## src/rtl/vga_timing_gen.sv

```systemverilog
// vga_timing_gen: 640x480@60 Hz VGA raster timing generator.
// A clock divider produces a one-clk pixel enable; free-running horizontal and
// vertical counters advance on it and are exported directly as x/y. Sync,
// blanking and frame-start are decoded combinationally from the counters so
// they line up with x/y in the same cycle.
// Optional feature macro: VGA_TIMING_FRAME_CNT_EN adds an 8-bit frame counter
// output (frame_cnt) that increments on every frame_start strobe.
module vga_timing_gen #(
   parameter int unsigned CLK_DIV  = 2,
   parameter int unsigned H_ACTIVE = 640,
   parameter int unsigned H_FP     = 16,
   parameter int unsigned H_SYNC   = 96,
   parameter int unsigned H_BP     = 48,
   parameter int unsigned V_ACTIVE = 480,
   parameter int unsigned V_FP     = 10,
   parameter int unsigned V_SYNC   = 2,
   parameter int unsigned V_BP     = 33
) (
   input  logic       clk,
   input  logic       rst_n,
   output logic       pix_tick,
   output logic [9:0] x,
   output logic [9:0] y,
   output logic       hsync,
   output logic       vsync,
   output logic       blank_b,
   output logic       sync_b,
`ifdef VGA_TIMING_FRAME_CNT_EN
   output logic       frame_start,
   output logic [7:0] frame_cnt
`else
   output logic       frame_start
`endif
);

   localparam int unsigned H_TOTAL = H_ACTIVE + H_FP + H_SYNC + H_BP;
   localparam int unsigned V_TOTAL = V_ACTIVE + V_FP + V_SYNC + V_BP;

   // Wrap points and decode boundaries, sized to the counter widths.
   localparam logic [3:0] DIV_LAST = 4'(CLK_DIV - 1);
   localparam logic [9:0] H_LAST   = 10'(H_TOTAL - 1);
   localparam logic [9:0] V_LAST   = 10'(V_TOTAL - 1);
   localparam logic [9:0] H_VIS    = 10'(H_ACTIVE);
   localparam logic [9:0] V_VIS    = 10'(V_ACTIVE);
   localparam logic [9:0] HS_FIRST = 10'(H_ACTIVE + H_FP);
   localparam logic [9:0] HS_LAST  = 10'(H_ACTIVE + H_FP + H_SYNC - 1);
   localparam logic [9:0] VS_FIRST = 10'(V_ACTIVE + V_FP);
   localparam logic [9:0] VS_LAST  = 10'(V_ACTIVE + V_FP + V_SYNC - 1);

   logic [3:0] div_q;
   logic [3:0] div_d;
   logic [9:0] hcnt_q;
   logic [9:0] hcnt_d;
   logic [9:0] vcnt_q;
   logic [9:0] vcnt_d;
   logic       tick_s;
   logic       line_end_s;

   // Pixel enable and end-of-line detect from the current counter state.
   always_comb begin
      tick_s     = (div_q == DIV_LAST);
      line_end_s = (hcnt_q == H_LAST);
   end

   // Next-state for the divider and the horizontal/vertical counters.
   always_comb begin
      div_d  = div_q;
      hcnt_d = hcnt_q;
      vcnt_d = vcnt_q;
      if (tick_s) begin
         div_d = 4'd0;
         if (line_end_s) begin
            hcnt_d = 10'd0;
            if (vcnt_q == V_LAST) begin
               vcnt_d = 10'd0;
            end else begin
               vcnt_d = vcnt_q + 10'd1;
            end
         end else begin
            hcnt_d = hcnt_q + 10'd1;
            vcnt_d = vcnt_q;
         end
      end else begin
         div_d  = div_q + 4'd1;
         hcnt_d = hcnt_q;
         vcnt_d = vcnt_q;
      end
   end

   // Counter state; reset returns the raster to pixel (0,0), divider phase 0.
   always_ff @(posedge clk or negedge rst_n) begin
      if (!rst_n) begin
         div_q  <= 4'd0;
         hcnt_q <= 10'd0;
         vcnt_q <= 10'd0;
      end else begin
         div_q  <= div_d;
         hcnt_q <= hcnt_d;
         vcnt_q <= vcnt_d;
      end
   end

   // Output decode, combinational so every strobe is aligned with x/y.
   always_comb begin
      pix_tick    = tick_s;
      x           = hcnt_q;
      y           = vcnt_q;
      sync_b      = 1'b0;
      blank_b     = (hcnt_q < H_VIS) && (vcnt_q < V_VIS);
      frame_start = tick_s && (hcnt_q == 10'd0) && (vcnt_q == 10'd0);
      if ((hcnt_q >= HS_FIRST) && (hcnt_q <= HS_LAST)) begin
         hsync = 1'b0;
      end else begin
         hsync = 1'b1;
      end
      if ((vcnt_q >= VS_FIRST) && (vcnt_q <= VS_LAST)) begin
         vsync = 1'b0;
      end else begin
         vsync = 1'b1;
      end
   end

`ifdef VGA_TIMING_FRAME_CNT_EN
   logic [7:0] fcnt_q;
   logic [7:0] fcnt_d;

   // Frame counter advances once per frame_start and wraps naturally at 255.
   always_comb begin
      if (frame_start) begin
         fcnt_d = fcnt_q + 8'd1;
      end else begin
         fcnt_d = fcnt_q;
      end
   end

   // Frame counter register.
   always_ff @(posedge clk or negedge rst_n) begin
      if (!rst_n) begin
         fcnt_q <= 8'd0;
      end else begin
         fcnt_q <= fcnt_d;
      end
   end

   assign frame_cnt = fcnt_q;
`endif

endmodule

```

## config.mk

```make
export PLATFORM = sky130hd
export DESIGN_NAME = vga_timing_gen
export DESIGN_NICKNAME = d
export VERILOG_FILES = /design/src/rtl/vga_timing_gen.sv
export SDC_FILE = /design/constraint.sdc
export NUM_CORES = 1
export LEC_CHECK = 0
export ABC_AREA = 0
export BUFFER_PORTS_ARGS = -buffer_cell sky130_fd_sc_hd__buf_2
export CORE_MARGIN = 2
export CORE_UTILIZATION = 53
export CTS_CLUSTER_DIAMETER = 40
export CTS_CLUSTER_SIZE = 24
export DETAILED_ROUTE_END_ITERATION = 8
export GPL_TIMING_DRIVEN = 0
export PLACE_DENSITY = 0.88
export SYNTH_ARGS = -nofsm -noshare
export SYNTH_HDL_FRONTEND = slang
export SYNTH_SLANG_ARGS = --single-unit
```

## constraint.sdc

```tcl
create_clock -name clk -period 2.6 [get_ports clk]
set_input_delay 0.26 -clock clk [delete_from_list [all_inputs] [get_ports clk]]
set_output_delay 0.26 -clock clk [all_outputs]
set_load 0.1 [all_outputs]
```

# [Word-level counts from Yosys, hierarchy flattened]
# Index checks and enable logic that the tools add are counted.
[word_totals] output_inout_bits=26 elab_cells=28 inputBits=2 reg_bits=24
[op_classes] n_reduce_logical=8 add_sub_neg=3 eq_ne=3 n_mux=5 magnitude_cmp=6
[ops] cell="$add A10 B1 Y10 const B" n=2
[ops] cell="$eq A10 B10 Y1 const B" n=2
[ops] cell="$logic_not A10 Y1" n=2
[ops] cell="$mux W10" n=2
[ops] cell="$ge A10 B10 Y1 const B" n=1
[ops] cell="$ge A10 B9 Y1 const B" n=1
[ops] cell="$le A10 B10 Y1 const B" n=1
[ops] cell="$le A10 B9 Y1 const B" n=1
[ops] cell="$lt A10 B10 Y1 const B" n=1
[ops] cell="$lt A10 B9 Y1 const B" n=1
[ops] cell="$logic_and A1 B1 Y1" n=5
[ops] cell="$add A4 B1 Y4 const B" n=1
[ops] cell="$eq A4 B1 Y1 const B" n=1
[ops] cell="$mux W4" n=1
[ops] cell="$mux W1" n=2
[ops] cell="$reduce_and A2 Y1" n=1

# [Longest topological paths before layout]
[depth] word_depth=3 ltp_mapped=6 mapped_depth_nobuf=5

# [Worst setup path before layout]
# Ideal clock, no wire load.
[synth_timing] path_kind="register to output" startpoint="register vcnt_q[2], in the netlist y[2]" endpoint="output port frame_start" arrival_time_ns=3.870 slack_ns=-1.530 path_stages_with_launch=6 required_time_ns=2.340 path_buffers=1 path_cell_list="dfrtp_1 clkbuf_1 or4_1 nor3_1 nand4b_1 nor3_1"
[synth_via] elab_chain_cells=2
[synth_lines] item="start, declared" line_no="54" text="logic [9:0] vcnt_q;"
[synth_lines] item="start signal, assigned" line_no="99" text="vcnt_q <= vcnt_d;"
[synth_lines] item="$logic_not A10 Y1" line_no="110" text="frame_start = tick_s && (hcnt_q == 10'd0) && (vcnt_q == 10'd0);"
[synth_lines] item="$logic_and A1 B1 Y1" line_no="110"
[synth_lines] item="end, declared" line_no="32" text="output logic frame_start"
# No other way between the ends.

# [Worst setup path in the final report]
# Same ends and word-level chain as after synthesis.

==> results.toml <==
[pwr]
power.share.switching_pct = 20.9
cellLeakagePower_uw = 0.000747
power.internal_uw = 461
peakVddDrop_mv = 0.308
combinationalPowerShare_pct = 2.7
p_clk_share_pct = 33.3
p_sw_uw = 122
p_seq_share_pct = 63.9
power.density_mw_per_mm2 = 383

[cells_and_area]
stdcell_count = 188
n_fill_cell = 192
final_layout_size_suffix_gt1_share_pct = 26.9
multi_input_area_um2 = 639
num_antenna_cells = 0
seq_area_um2 = 607
area_delta_synth_final_pct = 19.4
nNetsFinal = 167

[timing]
fin_skew_ns = 0.0115
fin_ws_ns = 0.132
max-slew-margin-rel_pct = 64.2
fin_crit_sh_pct = 94.9
worst_slew_pin_slew_ns = 0.532
hold_viol = 0
setup_viol = 0
period_needed_ns = 2.47
final_max_slew_viol_count = 0
max_freq_ghz = 0.405

[yosys]
syn_inst = 129
yosysTopAreaCellShare_pct = 47.1
synth-seq-cells = 24
syn_area_per_cell_um2 = 9.89
synthTopCellsByArea = "dfrtp_1 (47%), xnor2_1 (5.5%), ha_1 (3.9%), nand4_1 (3.9%), nand3_1 (3.5%)"
seq_area_frac_synth_pct = 47.1
yosysTopAreaCell = "dfrtp_1"
synth_cell_type_count = 37
synth.net_count = 135
synth_area_mm2 = 0.00128
yosys_warnings = 0

[setup_path]
rr_worst_depth = 6
required_ns = 2.34
cp.arrival_ns = 2.21
critical_path_class = "reg2out"
cp-end-kind = "output port"
critPathLaunchType = "flip-flop"
crit_fanout = 10

[worst_hold_path]
hold_class = "in2async"

[clock_tree]
cts_tree = "built"
cts_inserted_buffers = 3
cts_sinks = 24
htreeDepth = 1
cts_max_path_buffers = 2
cts.clk_slew.worst_paths_ns = 0.13
cts_setup_buffers = 0
clk_latency_ns = 0.32
root_buffer = "clkbuf_4"

[routing]
vias = 1112
drt-vias-per-instance = 5.91
post_drt_wl_per_cell_um = 14.0
firstDrtPassIters = 4
ant_nets = 0
first_iter_violations = 34
drc = 0
drt-total-wl_um = 2630

[placement]
place.gp.congestion = 0.818
portBuffers = 26
dp_cells = 183
post-place-ws_ns = 0.287
dp_hpwl_um = 1910

[grt]
grt_max_degree = 25
grt_overflow = 0
grt_pass1_wl_um = 4270
antenna_found_initial = 0
grt_pass1_vias = 946
grtUsageTotal_pct = 20.9

[floorplanning]
io_pins = 28
core_mm2 = 0.00225
std_cell_rows = 17
start_util_pct = 56.6
die_y_um = 53.1
dieArea_mm2 = 0.00282
die_w_um = 53.1

[run_status]
outcome = "finished clean"

[job]
maxCapViolCount = 0
cells in the final DEF (no fill, tap or decap), drive strengths merged, types with 4 or more instances in the layout:
cell,instances
o21ai,4
inv,6
and3,4
xnor2,8
nand2,9
nand3,9
nand4,8
dfrtp,24
ha,4
nor2,9
clkbuf,5
buf,29
nor3,5
registers in the layout (all words and copies together), names as in the netlist:
name and count:
div_q 4, x 10, y 10
power groups by stage:
| stage | registers [uW] | clock network, uW | logic (uW) |
|---|---|---|---|
| global placement | 380 | 0 | 15.2 |
| floorplan | 380 | 0 | 7.42 |
| finish | 373 | 194 | 16.0 |
| CTS | 373 | 203 | 16.5 |
| global route | 373 | 216 | 17.8 |
| detailed placement | 380 | 0 | 15.4 |
metrics by stage:
stage	hold WS, ns	TNS, ns	util, %	power [uW]	area [um2]
after floorplan	-0.0356	-0.0481	-	388	1300
after global placement	0.260	0	64.9	396	1460
after detailed placement	0.267	0	64.9	396	1460
after CTS	0.444	0	67.0	593	1510
after global routing	0.470	-0.00961	67.6	607	1520
final	0.427	0	67.6	584	1520
layout make-up:
cell class	count	share of cell area, %
Timing Repair Buffer	27	10.2
Multi-Input combinational cell	94	42.0
Sequential cell	24	39.8
Tap cell	28	2.30
Inverter	7	1.72
Clock buffer	4	2.38
Buffer	4	1.64
synth_stat cells:
cell type / number
nand4b_1: 3
a41oi_1: 1
a21o_1: 1
o31ai_1: 1
nand3_1: 9
nor4_4: 1
or2_2: 1
or4_1: 2
nor3_1: 5
o21ai_0: 4
ha_1: 4
nor2b_1: 1
a21oi_1: 2
a31oi_1: 3
dfrtp_1: 24
mux2i_1: 2
and3_1: 4
and4_1: 1
or4b_1: 1
nor4_1: 1
xor2_1: 3
xnor2_1: 8
clkbuf_1: 1
buf_4: 2
nand2b_1: 3
nor2_1: 9
buf_2: 1
clkinv_1: 1
conb_1: 1
inv_1: 6
o22ai_1: 1
mux2_2: 2
nor4b_1: 1
nand2_1: 9
nand4_1: 8
nand3b_1: 1
or3_1: 1
critical path, stage by stage (launching register included):
cell and delay, ns:
dfrtp_4 0.49, clkbuf_2 0.18, or4_1 0.53, nor3_1 0.15
nand4b_1 0.17, nor3_4 0.19, buf_12 0.20
timing repair:
| action | 4_1_cts | 5_1_grt |
|---|---|---|
| resized for setup | 1 | 3 |
| setup endpoints to repair | 1 | 1 |
| hold endpoints to repair | 24 | 0 |
| hold buffers | 1 | 0 |
metal layers:
metal  share of wire (%)  up-vias  GRT usage, %
met2                  48       41          34.2
met1                  44      544          27.9
met4                 1.7        0          8.97
met3                 6.2        5          2.54
li1                    -      522             -
met5                   0        -             0
logic make-up (layout without fill, tap and decap cells):
family,after synthesis,after routing,synth area share (%)
AND/OR/NAND/NOR,61,61,27.7
other,1,1,0.294
flip-flops,24,24,47.1
AO/OA/AOI/OAI,13,13,6.18
adder cells (fa/ha/maj),4,4,3.92
multiplexers,4,4,3.33
buffers and inverters,11,42,3.92
XOR/XNOR,11,11,7.55
worst paths after layout:
kind	start	end	slack, ns
setup / recovery	y[2]$_DFFE_PN0P_	frame_start	0.13
hold / removal	rst_n	x[1]$_DFFE_PN0N_	0.43
setup reg to reg	div_q[1]$_DFF_PN0_	y[9]$_DFFE_PN0P_	0.34
hold reg to reg	div_q[0]$_DFF_PN0_	div_q[0]$_DFF_PN0_	0.50
max in group asynchronous	rst_n	y[2]$_DFFE_PN0P_	1.76
min in group clk	div_q[0]$_DFF_PN0_	div_q[0]$_DFF_PN0_	0.50
Power figures use the tool's default switching activity.
